## src/rtl/lsu_pkg.sv

```systemverilog
// Shared encodings for the LSU memory stage: funct3 size codes, cache write
// byte-enable codes, exception causes and FSM states.
package lsu_pkg;

  localparam logic [2:0] F3_B  = 3'b000;
  localparam logic [2:0] F3_H  = 3'b001;
  localparam logic [2:0] F3_W  = 3'b010;
  localparam logic [2:0] F3_D  = 3'b011;
  localparam logic [2:0] F3_BU = 3'b100;
  localparam logic [2:0] F3_HU = 3'b101;
  localparam logic [2:0] F3_WU = 3'b110;

  localparam logic [7:0] WR_NONE = 8'h00;
  localparam logic [7:0] WR_B    = 8'h01;
  localparam logic [7:0] WR_H    = 8'h03;
  localparam logic [7:0] WR_W    = 8'h0F;
  localparam logic [7:0] WR_D    = 8'hFF;

  localparam logic [1:0] EXC_MISALIGN = 2'd1;
  localparam logic [1:0] EXC_FAULT    = 2'd2;
  localparam logic [1:0] EXC_TIMEOUT  = 2'd3;

  typedef enum logic [1:0] {
    ST_IDLE = 2'd0,
    ST_REQ  = 2'd1,
    ST_RESP = 2'd2,
    ST_ERR  = 2'd3
  } lsu_state_e;

  // Store byte-enable code from the access size held in funct3[1:0].
  function automatic logic [7:0] wr_code(input logic [2:0] f3);
    case (f3[1:0])
      2'd0:    wr_code = WR_B;
      2'd1:    wr_code = WR_H;
      2'd2:    wr_code = WR_W;
      default: wr_code = WR_D;
    endcase
  endfunction

  // True when the low address bits are not a multiple of the access size.
  function automatic logic is_misaligned(input logic [2:0] f3, input logic [2:0] addr_lo);
    case (f3[1:0])
      2'd0:    is_misaligned = 1'b0;
      2'd1:    is_misaligned = (addr_lo[0] != 1'b0);
      2'd2:    is_misaligned = (addr_lo[1:0] != 2'b00);
      default: is_misaligned = (addr_lo != 3'b000);
    endcase
  endfunction

endpackage

```

## src/rtl/load_extend.sv

```systemverilog
// Combinational sign/zero extender for load data, selected by funct3.
module load_extend
  import lsu_pkg::*;
(
  input  logic [2:0]  funct3,
  input  logic [63:0] raw,
  output logic [63:0] ext
);

  // funct3 3'b111 has no defined load and is returned as a full doubleword.
  always_comb begin
    ext = raw;
    case (funct3)
      F3_B:    ext = {{56{raw[7]}},  raw[7:0]};
      F3_H:    ext = {{48{raw[15]}}, raw[15:0]};
      F3_W:    ext = {{32{raw[31]}}, raw[31:0]};
      F3_D:    ext = raw;
      F3_BU:   ext = {56'd0, raw[7:0]};
      F3_HU:   ext = {48'd0, raw[15:0]};
      F3_WU:   ext = {32'd0, raw[31:0]};
      default: ext = raw;
    endcase
  end

endmodule

```

## src/rtl/lsu_mem_stage.sv

```systemverilog
// RV64I load/store MEM stage: checks alignment and range, runs one cache
// request per instruction, extends load data and reports timeouts.
module lsu_mem_stage
  import lsu_pkg::*;
#(
  parameter int ADDR_W  = 32,
  parameter int TIMEOUT = 64
) (
  input  logic              clk,
  input  logic              rst_n,
  input  logic              req_valid,
  input  logic              is_load,
  input  logic              is_store,
  input  logic [2:0]        funct3,
  input  logic [63:0]       eff_addr,
  input  logic [63:0]       store_data,
  input  logic [4:0]        rd_idx,
  output logic [ADDR_W-1:0] address,
  output logic [63:0]       data_in_cpu,
  output logic              rd,
  output logic [7:0]        wr,
  input  logic              data_ready,
  input  logic [63:0]       data2cpu,
  output logic              stall,
  output logic              wb_valid,
  output logic [63:0]       wb_data,
  output logic [4:0]        wb_rd,
  output logic              exc_valid,
  output logic [1:0]        exc_cause
);

  localparam int CNT_W = (TIMEOUT > 2) ? $clog2(TIMEOUT) : 1;

  lsu_state_e        state_r;
  logic [CNT_W-1:0]  cnt_r;
  logic [ADDR_W-1:0] address_r;
  logic [63:0]       data_in_cpu_r;
  logic [63:0]       wb_data_r;
  logic              rd_r;
  logic [7:0]        wr_r;
  logic              wb_valid_r;
  logic [4:0]        wb_rd_r;
  logic              exc_valid_r;
  logic [1:0]        exc_cause_r;
  logic              is_load_r;
  logic [2:0]        funct3_r;
  logic [4:0]        rd_idx_r;

  logic              accept_s;
  logic              misalign_s;
  logic              fault_s;
  logic              timeout_s;
  logic [63:0]       ext_s;

  assign accept_s   = req_valid & (is_load | is_store);
  assign misalign_s = is_misaligned(funct3, eff_addr[2:0]);
  assign fault_s    = ((eff_addr >> ADDR_W) != 64'd0);
  assign timeout_s  = (cnt_r == CNT_W'(TIMEOUT - 1));

  // Gated by rst_n so the pipeline is released the instant reset asserts.
  assign stall = rst_n & (((state_r == ST_IDLE) & accept_s & ~misalign_s & ~fault_s)
                          | (state_r == ST_REQ));

  load_extend u_load_extend (
    .funct3 (funct3_r),
    .raw    (data2cpu),
    .ext    (ext_s)
  );

  // Access sequencer: accept/check in IDLE, hold the request in REQ, one-cycle RESP/ERR.
  always_ff @(posedge clk or negedge rst_n) begin
    if (!rst_n) begin
      state_r       <= ST_IDLE;
      cnt_r         <= '0;
      address_r     <= '0;
      data_in_cpu_r <= 64'd0;
      rd_r          <= 1'b0;
      wr_r          <= WR_NONE;
      wb_valid_r    <= 1'b0;
      wb_data_r     <= 64'd0;
      wb_rd_r       <= 5'd0;
      exc_valid_r   <= 1'b0;
      exc_cause_r   <= 2'd0;
      is_load_r     <= 1'b0;
      funct3_r      <= 3'd0;
      rd_idx_r      <= 5'd0;
    end else begin
      wb_valid_r  <= 1'b0;
      exc_valid_r <= 1'b0;
      case (state_r)
        ST_IDLE: begin
          if (accept_s && misalign_s) begin
            state_r     <= ST_ERR;
            exc_valid_r <= 1'b1;
            exc_cause_r <= EXC_MISALIGN;
          end else if (accept_s && fault_s) begin
            state_r     <= ST_ERR;
            exc_valid_r <= 1'b1;
            exc_cause_r <= EXC_FAULT;
          end else if (accept_s) begin
            state_r       <= ST_REQ;
            cnt_r         <= '0;
            address_r     <= eff_addr[ADDR_W-1:0];
            data_in_cpu_r <= store_data;
            rd_r          <= is_load;
            wr_r          <= is_load ? WR_NONE : wr_code(funct3);
            is_load_r     <= is_load;
            funct3_r      <= funct3;
            rd_idx_r      <= rd_idx;
          end else begin
            state_r <= ST_IDLE;
          end
        end
        ST_REQ: begin
          // data_ready takes precedence over a coincident timeout.
          if (data_ready) begin
            state_r <= ST_RESP;
            rd_r    <= 1'b0;
            wr_r    <= WR_NONE;
            if (is_load_r) begin
              wb_valid_r <= 1'b1;
              wb_data_r  <= ext_s;
              wb_rd_r    <= rd_idx_r;
            end else begin
              wb_valid_r <= 1'b0;
            end
          end else if (timeout_s) begin
            state_r     <= ST_ERR;
            rd_r        <= 1'b0;
            wr_r        <= WR_NONE;
            exc_valid_r <= 1'b1;
            exc_cause_r <= EXC_TIMEOUT;
          end else begin
            cnt_r <= cnt_r + CNT_W'(1);
          end
        end
        ST_RESP: state_r <= ST_IDLE;
        ST_ERR:  state_r <= ST_IDLE;
        default: state_r <= ST_IDLE;
      endcase
    end
  end

  assign address     = address_r;
  assign data_in_cpu = data_in_cpu_r;
  assign rd          = rd_r;
  assign wr          = wr_r;
  assign wb_valid    = wb_valid_r;
  assign wb_data     = wb_data_r;
  assign wb_rd       = wb_rd_r;
  assign exc_valid   = exc_valid_r;
  assign exc_cause   = exc_cause_r;

endmodule

```

## config.mk

```make
export PLATFORM = sky130hd
export DESIGN_NAME = lsu_mem_stage
export DESIGN_NICKNAME = d
export VERILOG_FILES = /design/src/rtl/lsu_pkg.sv /design/src/rtl/load_extend.sv /design/src/rtl/lsu_mem_stage.sv
export SDC_FILE = /design/constraint.sdc
export NUM_CORES = 1
export LEC_CHECK = 0
export CAP_MARGIN = 20
export CORE_AREA = 2 2 150 152
export CTS_BUF_LIST = sky130_fd_sc_hd__clkbuf_2
export CTS_CLUSTER_DIAMETER = 80
export DETAILED_ROUTE_END_ITERATION = 12
export DIE_AREA = 0 0 152 154
export DONT_BUFFER_PORTS = 1
export GPL_TIMING_DRIVEN = 0
export PLACE_DENSITY = 0.49
export SLEW_MARGIN = 40
export SYNTH_ARGS = -nofsm -noshare
export SYNTH_HDL_FRONTEND = slang
export SYNTH_SLANG_ARGS = --single-unit
export TNS_END_PERCENT = 30
```

## constraint.sdc

```tcl
create_clock -name clk -period 2.1 [get_ports clk]
set_input_delay 0.21 -clock clk [delete_from_list [all_inputs] [get_ports clk]]
set_output_delay 0.21 -clock clk [all_outputs]
set_load 0.02 [all_outputs]
```

==> flow_summary.html, run 1 <==
<table>
<tr><th>Metric</th><th>Value</th></tr>
<tr><th colspan="2">CTS</th></tr>
<tr><td>Hold-fix buffers, CTS</td><td>183</td></tr>
<tr><td>Total setup buffers inserted after CTS</td><td>5</td></tr>
<tr><td>Clk sink count</td><td>around 190</td></tr>
<tr><td>Root Driver</td><td>clkbuf_2</td></tr>
<tr><td>Max H-tree Level</td><td>4</td></tr>
<tr><td>Number of gates resized after CTS</td><td>9</td></tr>
<tr><td>CTS Buf Count</td><td>17</td></tr>
<tr><td>Maximum clock path buffer count</td><td>2</td></tr>
<tr><th colspan="2">Yosys</th></tr>
<tr><td>Top cells by area in the synthesized netlist</td><td>dfrtp_1 (63%), mux2_1 (13%), mux2_2 (5.0%), a21oi_1 (3.4%), nor2_1 (3.4%)</td></tr>
<tr><td>Mean area per synthesized cell</td><td>12.73 um^2</td></tr>
<tr><td>Post-Syn Instances</td><td>just under 600</td></tr>
<tr><td>Nets in the synthesized netlist</td><td>803</td></tr>
<tr><td>Register bit total from synthesis</td><td>between 150 and 200</td></tr>
<tr><td>Top-area cell type share of the netlist area</td><td>63.01%</td></tr>
<tr><td>Mapped cell area</td><td>0.007586 mm^2</td></tr>
<tr><td>Sequential share of the synthesized area</td><td>a little over three fifths</td></tr>
<tr><td>Cell type contributing the most total cell area after synthesis</td><td>dfrtp_1</td></tr>
<tr><td>Count of unique library cells instantiated by Yosys</td><td>40</td></tr>
<tr><td>Primary flip-flop cell chosen by synthesis mapping</td><td>dfrtp_1</td></tr>
<tr><td>Yosys synthesis warning count</td><td>0</td></tr>
<tr><td>Post-synthesis async set-or-reset flop share</td><td>between 90% and 100%</td></tr>
<tr><td>Number of flops mapped to enable cells by yosys</td><td>0</td></tr>
<tr><th colspan="2">Floorplan</th></tr>
<tr><td>Number of top-level pins</td><td>385</td></tr>
<tr><td>Starting Density</td><td>34.98%</td></tr>
<tr><td>Core Rows</td><td>54</td></tr>
<tr><td>Die outline width</td><td>between 150 and 200 um</td></tr>
<tr><td>Floorplan die height</td><td>154 um</td></tr>
<tr><th colspan="2">Place</th></tr>
<tr><td>Number of buffers inserted by port buffering</td><td>0</td></tr>
<tr><td>Final estimated routing congestion in global placement</td><td>approximately 0.81</td></tr>
<tr><td>Placed cell area</td><td>0.007936 mm^2</td></tr>
<tr><td>Post-placement cell count</td><td>876</td></tr>
<tr><td>Detail Placement HPWL</td><td>~15,000 um</td></tr>
<tr><th colspan="2">Outcome</th></tr>
<tr><td>Tool error</td><td>[ERROR RSZ-0060] Max buffer count reached.</td></tr>
<tr><td>Status</td><td>did not finish</td></tr>
<tr><td>Stopped at</td><td>clock tree synthesis (4_1_cts)</td></tr>
</table>
==> kinds of logic after synthesis <==
group	count (synthesis)	synth area share [%]
flip-flops	191	63.01
AND/OR/NAND/NOR	150	8.461
multiplexers	124	18.34
AO/OA/AOI/OAI	89	6.960
buffers and inverters	41	3.068
adder cells (fa/ha/maj)	1	0.1649
==> cell usage after synthesis (all sizes together) (8+ instances only) <==
cell type    n
buf         24
nand2       53
nor2        69
o21ai       10
a21oi       52
clkbuf      16
mux2       120
dfrtp      191
a31oi        8
nor4         9
==> stage by stage <==
stage	utilization (%)	setup WS [ns]
after floorplan	-	0.2047
after global placement	36.59	-0.1207
after detailed placement	36.59	-0.1872
==> run 2, diff against run 1 <==
--- a/config.mk
+++ b/config.mk
@@ -7,13 +7,11 @@
 export LEC_CHECK = 0
 export CAP_MARGIN = 20
 export CORE_AREA = 2 2 150 152
-export CTS_BUF_LIST = sky130_fd_sc_hd__clkbuf_2
-export CTS_CLUSTER_DIAMETER = 80
 export DETAILED_ROUTE_END_ITERATION = 12
 export DIE_AREA = 0 0 152 154
 export DONT_BUFFER_PORTS = 1
 export GPL_TIMING_DRIVEN = 0
-export PLACE_DENSITY = 0.49
+export PLACE_DENSITY_LB_ADDON = 0.15
 export SLEW_MARGIN = 40
 export SYNTH_ARGS = -nofsm -noshare
 export SYNTH_HDL_FRONTEND = slang
==> flow_summary.html, run 2 <==
<table>
<tr><th>Metric</th><th>Value</th></tr>
<tr><th colspan="2">Outcome</th></tr>
<tr><td>Status</td><td>finished with violations (was did not finish)</td></tr>
<tr><td>Violations in the final reports</td><td>negative hold slack</td></tr>
<tr><th colspan="2">Yosys</th></tr>
<tr><td>Cell type contributing the most total cell area after synthesis</td><td>dfrtp_1 (unchanged)</td></tr>
<tr><td>Area fraction in compound gates after synthesis</td><td>6.960% (unchanged)</td></tr>
<tr><td>Top-area cell type share of the netlist area</td><td>63.01% (unchanged)</td></tr>
<tr><td>Register bit total from synthesis</td><td>191 (unchanged)</td></tr>
<tr><td>Primary flip-flop cell chosen by synthesis mapping</td><td>dfrtp_1 (unchanged)</td></tr>
<tr><td>Nets in the synthesized netlist</td><td>803 (unchanged)</td></tr>
<tr><td>Mean area per synthesized cell</td><td>12.73 um^2 (unchanged)</td></tr>
<tr><td>Most numerous cell types in the synthesized netlist</td><td>dfrtp_1 (191), mux2_1 (86), nor2_1 (69), nand2_1 (53), a21oi_1 (52) (unchanged)</td></tr>
<tr><td>Count of unique library cells instantiated by Yosys</td><td>40 (unchanged)</td></tr>
<tr><td>Post-synthesis async set-or-reset flop share</td><td>100.0% (unchanged)</td></tr>
<tr><td>Mapped cell area</td><td>0.007586 mm^2 (unchanged)</td></tr>
<tr><td>Yosys synthesis warning count</td><td>0 (unchanged)</td></tr>
<tr><td>Top cells by area in the synthesized netlist</td><td>dfrtp_1 (63%), mux2_1 (13%), mux2_2 (5.0%), a21oi_1 (3.4%), nor2_1 (3.4%) (unchanged)</td></tr>
<tr><td>Multiplexer share of the synthesized area</td><td>18.34% (unchanged)</td></tr>
<tr><td>Cell with the most instances after synthesis</td><td>dfrtp_1 (unchanged)</td></tr>
<tr><td>Post-Syn Instances</td><td>596 (unchanged)</td></tr>
<tr><td>Sequential share of the synthesized area</td><td>63.01% (unchanged)</td></tr>
<tr><td>Combinational family with the most area after synthesis</td><td>multiplexers (unchanged)</td></tr>
<tr><td>Xor/xnor share of the synthesized area</td><td>0% (unchanged)</td></tr>
<tr><td>Synth Area in Adders</td><td>0.1649% (unchanged)</td></tr>
<tr><td>Simple-Gate Fraction of Synth Area</td><td>8.461% (unchanged)</td></tr>
<tr><td>Number of flops mapped to enable cells by yosys</td><td>0 (unchanged)</td></tr>
<tr><th colspan="2">Worst setup path</th></tr>
<tr><td>Largest fanout of any net on the critical path</td><td>19</td></tr>
<tr><td>CP Class</td><td>reg2out</td></tr>
<tr><td>Startpoint type of the worst setup path</td><td>flip-flop</td></tr>
<tr><td>Required time of the critical path</td><td>between 1.5 and 2 ns</td></tr>
<tr><td>Arr. time, crit path</td><td>approximately 1.8 ns</td></tr>
<tr><td>Worst Setup End Kind</td><td>output port</td></tr>
<tr><td>R2R setup slack</td><td>between 0.15 and 0.2 ns</td></tr>
<tr><th colspan="2">Global routing</th></tr>
<tr><td>Maximum number of pins on one net before global-route repair</td><td>~190</td></tr>
<tr><td>Wire length of the first global-routing pass</td><td>33,630 um</td></tr>
<tr><td>Overflow left after global routing</td><td>0</td></tr>
<tr><td>Total Routing Usage GR</td><td>a little under a fifth</td></tr>
<tr><td>Antenna violations before repair</td><td>1</td></tr>
<tr><td>Number of global-route vias before repair</td><td>5,914</td></tr>
<tr><th colspan="2">STA</th></tr>
<tr><td>Hold Violations, Final</td><td>roughly 190</td></tr>
<tr><td>Highest clock frequency the design can meet</td><td>slightly above 0.5 GHz</td></tr>
<tr><td>Final worst-path cycle share</td><td>between 90% and 100%</td></tr>
<tr><td>Min Tclk post-route</td><td>~2 ns</td></tr>
<tr><td>Worst hold margin</td><td>-0.5326 ns</td></tr>
<tr><td>RSZ-0062 raised after global routing</td><td>true</td></tr>
<tr><td>Final number of max-transition violations</td><td>0</td></tr>
<tr><td>Max Clock Skew</td><td>~0.011 ns</td></tr>
<tr><td>Setup violation total in the final timing report</td><td>0</td></tr>
<tr><td>Max-slew headroom at the worst pin</td><td>65.34%</td></tr>
<tr><td>TNS Setup</td><td>0 ns</td></tr>
<tr><td>Transition time of the tightest slew-check pin</td><td>roughly 0.52 ns</td></tr>
<tr><th colspan="2">Floorplan</th></tr>
<tr><td>Area inside the core boundary</td><td>about 0.022 mm^2</td></tr>
<tr><td>Die outline width</td><td>152 um (unchanged)</td></tr>
<tr><td>Starting Density</td><td>34.98% (unchanged)</td></tr>
<tr><td>Number of top-level pins</td><td>385 (unchanged)</td></tr>
<tr><td>Die outline area</td><td>roughly 0.023 mm^2</td></tr>
<tr><td>Floorplan die height</td><td>154 um (unchanged)</td></tr>
<tr><td>Core Rows</td><td>54 (unchanged)</td></tr>
<tr><th colspan="2">Detailed routing</th></tr>
<tr><td>Violation count after the first detailed-route iteration</td><td>about 290</td></tr>
<tr><td>Total iterations of the first detailed-routing run</td><td>6</td></tr>
<tr><td>DRC viols</td><td>0</td></tr>
<tr><td>Total via count after detailed routing</td><td>approximately 5,400</td></tr>
<tr><td>Antenna-violating nets left</td><td>0</td></tr>
<tr><td>Drt via density</td><td>approximately 5.0</td></tr>
<tr><td>Routed wire length</td><td>roughly 22,000 um</td></tr>
<tr><td>Mean routed wirelength per cell</td><td>between 20 and 25 um</td></tr>
<tr><th colspan="2">Finish</th></tr>
<tr><td>Layout Utilization</td><td>about 47%</td></tr>
<tr><td>Commonest cells after routing, fill and taps aside</td><td>dfrtp_1 (190), dlygate4sd3_1 (170), mux2_1 (86)</td></tr>
<tr><td>Most common cell after layout, fill and taps aside</td><td>dfrtp_1</td></tr>
<tr><td>Share of final-layout standard cells stronger than drive strength 1</td><td>~13%</td></tr>
<tr><td>Layout overhead on the synthesized area</td><td>35.41%</td></tr>
<tr><td>Total number of nets in the final design</td><td>approximately 1,000</td></tr>
<tr><th colspan="2">Flow run</th></tr>
<tr><td>Max-cap violation count</td><td>0</td></tr>
<tr><th colspan="2">Min path</th></tr>
<tr><td>Hold WC Path Type</td><td>in2async</td></tr>
<tr><th colspan="2">Place</th></tr>
<tr><td>Final estimated routing congestion in global placement</td><td>0.7952 (was 0.8099)</td></tr>
<tr><td>Detail Placement HPWL</td><td>15,440 um (was 15,140 um)</td></tr>
<tr><td>Number of buffers inserted by port buffering</td><td>0 (unchanged)</td></tr>
<tr><th colspan="2">CTS</th></tr>
<tr><td>Max H-tree Level</td><td>4 (unchanged)</td></tr>
<tr><td>Maximum clock path buffer count</td><td>2 (unchanged)</td></tr>
<tr><td>Hold-fix buffers, CTS</td><td>170 (was 183)</td></tr>
<tr><td>Root Driver</td><td>clkbuf_16 (was clkbuf_2)</td></tr>
<tr><td>Clock tree from TritonCTS</td><td>done</td></tr>
<tr><td>Clock transition at the register clock pins on the worst setup and hold paths after CTS</td><td>0.08 ns</td></tr>
<tr><td>Clock latency at the later pin of the worst-skew pair</td><td>approximately 0.43 ns</td></tr>
<tr><td>CTS Buf Count</td><td>17 (unchanged)</td></tr>
<tr><td>Clk sink count</td><td>191 (unchanged)</td></tr>
<tr><th colspan="2">Power</th></tr>
<tr><td>Final total power</td><td>~7700 uW</td></tr>
<tr><td>Worst ir drop on vdd</td><td>0.0004599 V</td></tr>
<tr><td>Static leakage</td><td>between 0.004 and 0.005 uW</td></tr>
<tr><td>PD cells</td><td>between 700 and 800 mW/mm^2</td></tr>
</table>
-- run 2: where the power goes --
group          internal, uW  leakage, uW  switching [uW]
combinational           373      0.00204             216
clock                  1670     0.000289            1530
sequential             3760      0.00265             118
-- run 2: cell families after synthesis --
kind of cell | after synthesis
buffers and inverters | 41
DFF | 191
AOI/OAI and AO/OA | 89
and+or+nand+nor | 150
muxes | 124
adders and majority gates | 1
-- run 2: path summary, 6_finish.rpt --
check | startpoint | depth (start not counted) | endpoint
max | state_r[1] | 5 | stall
min | rst_n | 0 | data_in_cpu[13]
max reg2reg | state_r[0] | 8 | wb_data[59]
min reg2reg | rd_idx_r[4] | 1 | rd_idx_r[4]
max in group asynchronous | rst_n | 0 | wb_data[25]
min in group clk | funct3[0] | 2 | wr[1]
-- run 2: final cells by class --
| cell class | instances | area, um^2 |
|---|---|---|
| Timing Repair Buffer | 171 | 1709 |
| Clock buffer | 20 | 466.7 |
| Buffer | 39 | 235.2 |
| Sequential cell | 191 | 4781 |
| Clock inverter | 12 | 115.1 |
| Multi-Input combinational cell | 364 | 2609 |
| Fill cell | 1926 | 11420 |
| Antenna cell | 1 | 2.502 |
| Tap cell | 280 | 350.3 |
| Inverter | 1 | 3.754 |
-- run 2: timing repair --
action                                  CTS  global route
resized for setup                         4             7
hold endpoints to repair                363           191
endpoints found under the setup margin   31            31
buffers inserted                          0             1
pin swaps                                 1             1
-- run 2: layer usage --
| metal | part of all wire, % | routed length (um) | vias to the layer above | global-route usage [%] |
|---|---|---|---|---|
| met5 | 0 | 0 | - | 0 |
| met4 | 3.0 | 652 | 0 | 8.812 |
| met3 | 6.9 | 1505 | 45 | 5.411 |
| met2 | 52 | 11320 | 258 | 32.52 |
| met1 | 38 | 8236 | 2619 | 20.73 |
| li1 | - | - | 2430 | - |
-- run 2: per-stage QoR --
stage	cell area (um^2)	cells	setup slack, ns	hold WS [ns]
final	10270	1079	0.1233	-0.5326
after detailed placement	7936	876	-0.3735	-0.08057
after CTS	10230	1077	-0.01096	-0.5560
after floorplan	7586	596	0.2047	-0.08559
after global placement	7936	876	-0.3840	-0.08186
after global routing	10270	1079	-0.002745	-0.5666
-- run 2: critical path, cell delays in order (launching register included) --
cell and delay, ns:
dfrtp_2 0.45, nor2_2 0.14, nand2b_1 0.10, nand4b_4 0.21, buf_12 0.20, a21boi_4 0.23
Power figures use the tool's default switching activity.
==> run 3, diff against run 2 <==
--- a/config.mk
+++ b/config.mk
@@ -9,7 +9,6 @@
 export CORE_AREA = 2 2 150 152
 export DETAILED_ROUTE_END_ITERATION = 12
 export DIE_AREA = 0 0 152 154
-export DONT_BUFFER_PORTS = 1
 export GPL_TIMING_DRIVEN = 0
 export PLACE_DENSITY_LB_ADDON = 0.15
 export SLEW_MARGIN = 40
==> flow_summary.html, run 3 (synthesis results as in run 2) <==
<table>
<tr><th>Metric</th><th>Value</th></tr>
<tr><th colspan="2">Outcome</th></tr>
<tr><td>Status</td><td>finished clean (was finished with violations)</td></tr>
<tr><th colspan="2">STA</th></tr>
<tr><td>Final worst-path cycle share</td><td>95.42% (was 94.13%)</td></tr>
<tr><td>Transition time of the tightest slew-check pin</td><td>0.5539 ns (was 0.5200 ns)</td></tr>
<tr><td>Final number of max-transition violations</td><td>0 (unchanged)</td></tr>
<tr><td>RSZ-0062 raised after global routing</td><td>false (was true)</td></tr>
<tr><td>Highest clock frequency the design can meet</td><td>0.4991 GHz (was 0.5059 GHz)</td></tr>
<tr><td>Worst hold margin</td><td>0.2388 ns (was -0.5326 ns)</td></tr>
<tr><td>Max Clock Skew</td><td>0.01203 ns (was 0.01052 ns)</td></tr>
<tr><td>Hold Violations, Final</td><td>0 (was 191)</td></tr>
<tr><td>TNS Setup</td><td>0 ns (unchanged)</td></tr>
<tr><td>Setup violation total in the final timing report</td><td>0 (unchanged)</td></tr>
<tr><td>Min Tclk post-route</td><td>2.004 ns (was 1.977 ns)</td></tr>
<tr><td>Max-slew headroom at the worst pin</td><td>62.79% (was 65.34%)</td></tr>
<tr><th colspan="2">Global routing</th></tr>
<tr><td>Maximum number of pins on one net before global-route repair</td><td>63 (was 193)</td></tr>
<tr><td>Wire length of the first global-routing pass</td><td>35,950 um (was 33,630 um)</td></tr>
<tr><td>Number of global-route vias before repair</td><td>6,363 (was 5,914)</td></tr>
<tr><td>Antenna violations before repair</td><td>2 (was 1)</td></tr>
<tr><td>Overflow left after global routing</td><td>0 (unchanged)</td></tr>
<tr><td>Total Routing Usage GR</td><td>19.70% (was 18.52%)</td></tr>
<tr><th colspan="2">Power</th></tr>
<tr><td>PD cells</td><td>635.6 mW/mm^2 (was 745.8 mW/mm^2)</td></tr>
<tr><td>Final total power</td><td>7988 uW (was 7662 uW)</td></tr>
<tr><td>Worst ir drop on vdd</td><td>0.0004767 V (was 0.0004599 V)</td></tr>
<tr><td>Static leakage</td><td>0.005737 uW (was 0.004977 uW)</td></tr>
<tr><th colspan="2">Place</th></tr>
<tr><td>Final estimated routing congestion in global placement</td><td>0.7537 (was 0.7952)</td></tr>
<tr><td>Detail Placement HPWL</td><td>17,480 um (was 15,440 um)</td></tr>
<tr><td>Number of buffers inserted by port buffering</td><td>383 (was 0)</td></tr>
<tr><td>Placed cell area</td><td>0.01185 mm^2 (was 0.007936 mm^2)</td></tr>
<tr><th colspan="2">Finish</th></tr>
<tr><td>Most common cell after layout, fill and taps aside</td><td>clkdlybuf4s50_1 (was dfrtp_1)</td></tr>
<tr><td>Final Instance Area</td><td>0.01257 mm^2 (was 0.01027 mm^2)</td></tr>
<tr><td>Share of final-layout standard cells stronger than drive strength 1</td><td>11.20% (was 12.53%)</td></tr>
<tr><td>Area taken by multi-input logic gates</td><td>0.002636 mm^2 (was 0.002609 mm^2)</td></tr>
<tr><td>Total number of nets in the final design</td><td>1,212 (was 992)</td></tr>
<tr><td>Layout overhead on the synthesized area</td><td>65.68% (was 35.41%)</td></tr>
<tr><td>Commonest cells after routing, fill and taps aside</td><td>clkdlybuf4s50_1 (378), dfrtp_1 (189), mux2_1 (86) (was dfrtp_1 (190), dlygate4sd3_1 (170), mux2_1 (86))</td></tr>
<tr><td>Area taken by flip-flops and latches</td><td>0.004782 mm^2 (was 0.004781 mm^2)</td></tr>
<tr><td>Layout Utilization</td><td>57.95% (was 47.36%)</td></tr>
<tr><td>Number of filler cells placed in the layout</td><td>1,863 (was 1,926)</td></tr>
<tr><th colspan="2">CTS</th></tr>
<tr><td>Root Driver</td><td>clkbuf_16 (unchanged)</td></tr>
<tr><td>Clock tree from TritonCTS</td><td>done (unchanged)</td></tr>
<tr><td>Clock transition at the register clock pins on the worst setup and hold paths after CTS</td><td>0.07 ns (was 0.08 ns)</td></tr>
<tr><td>Clock latency at the later pin of the worst-skew pair</td><td>0.44 ns (was 0.43 ns)</td></tr>
<tr><td>Max H-tree Level</td><td>4 (unchanged)</td></tr>
<tr><td>CTS Buf Count</td><td>17 (unchanged)</td></tr>
<tr><td>Clk sink count</td><td>191 (unchanged)</td></tr>
<tr><td>Maximum clock path buffer count</td><td>2 (unchanged)</td></tr>
<tr><th colspan="2">Min path</th></tr>
<tr><td>Hold WC Path Type</td><td>in2reg (was in2async)</td></tr>
<tr><th colspan="2">Floorplan</th></tr>
<tr><td>Core Rows</td><td>54 (unchanged)</td></tr>
<tr><td>Area inside the core boundary</td><td>0.02169 mm^2 (unchanged)</td></tr>
<tr><td>Die outline area</td><td>0.02341 mm^2 (unchanged)</td></tr>
<tr><td>Starting Density</td><td>34.98% (unchanged)</td></tr>
<tr><td>Number of top-level pins</td><td>385 (unchanged)</td></tr>
<tr><td>Die outline width</td><td>152 um (unchanged)</td></tr>
<tr><td>Floorplan die height</td><td>154 um (unchanged)</td></tr>
<tr><th colspan="2">Flow run</th></tr>
<tr><td>Max-cap violation count</td><td>0 (unchanged)</td></tr>
<tr><th colspan="2">Detailed routing</th></tr>
<tr><td>Violation count after the first detailed-route iteration</td><td>222 (was 288)</td></tr>
<tr><td>Routed wire length</td><td>22,820 um (was 21,720 um)</td></tr>
<tr><td>Antenna-violating nets left</td><td>0 (unchanged)</td></tr>
<tr><td>Total via count after detailed routing</td><td>6,070 (was 5,352)</td></tr>
<tr><td>Mean routed wirelength per cell</td><td>17.57 um (was 20.13 um)</td></tr>
<tr><td>Total iterations of the first detailed-routing run</td><td>4 (was 6)</td></tr>
<tr><td>Drt via density</td><td>4.673 (was 4.960)</td></tr>
<tr><td>DRC viols</td><td>0 (unchanged)</td></tr>
<tr><th colspan="2">Worst setup path</th></tr>
<tr><td>R2R setup slack</td><td>0.15 ns (was 0.18 ns)</td></tr>
<tr><td>Required time of the critical path</td><td>1.89 ns (about the same)</td></tr>
<tr><td>CP Class</td><td>in2out (was reg2out)</td></tr>
<tr><td>Worst Setup End Kind</td><td>output port (unchanged)</td></tr>
<tr><td>Largest fanout of any net on the critical path</td><td>3 (was 19)</td></tr>
<tr><td>Arr. time, crit path</td><td>1.79 ns (was 1.77 ns)</td></tr>
<tr><td>Startpoint type of the worst setup path</td><td>input pin (was flip-flop)</td></tr>
</table>
run 3: metrics by stage:
step           setup WS (ns)  std cells
3_5_place_dp         -0.8877       1262
5_1_grt             0.002285       1298
2_1_floorplan         0.2047        596
6_report             0.09628       1299
4_1_cts             0.003840       1298
3_3_place_gp          -7.641       1259
run 3: metal layers:
| metal | global-route usage [%] | vias up | wire [um] |
|---|---|---|---|
| met5 | 0 | - | 13 |
| met4 | 6.898 | 2 | 474 |
| met3 | 6.962 | 29 | 1696 |
| met2 | 33.14 | 230 | 11390 |
| met1 | 23.51 | 2935 | 9241 |
| li1 | - | 2874 | - |
run 3: what timing repair did:
item,in CTS,in global routing
pin swaps,4,4
resized for setup,17,11
buffers inserted,3,0
hold buffers,2,0
hold endpoints to repair,46,0
cloned,0,0
endpoints found under the setup margin,31,76
run 3: final cells by class:
cell class	count	area share, %
inverter	1	0.02987
tap	280	2.787
sequential	191	38.05
buffer	39	1.891
multi-input combinational	364	20.98
antenna	1	0.01991
timing repair buffer	391	31.57
clock inverter	13	1.155
clock buffer	19	3.524
run 3: critical path, stage by stage:
cell and delay, ns:
clkdlybuf4s50_1 0.41, nor4_2 0.26, nand2_1 0.16, nor2_4 0.18
nand4b_4 0.14, buf_12 0.15, a21boi_2 0.12, buf_4 0.16
run 3: power breakdown:
group / switching, uW / leakage, uW / internal, uW
combinational: 326 / 0.00280 / 544
clock: 1560 / 0.000287 / 1720
sequential: 81.0 / 0.00265 / 3760
run 3: path summary, 6_finish.rpt:
path | start | cells past startpoint | end
max in group asynchronous | rst_n | 4 | wb_rd[4]
min | data_ready | 2 | exc_valid
max | eff_addr[42] | 8 | stall
min reg2reg | wr[0] | 1 | wr[0]
min in group asynchronous | rst_n | 3 | data_in_cpu[13]
max reg2reg | state_r[1] | 8 | wb_data[61]
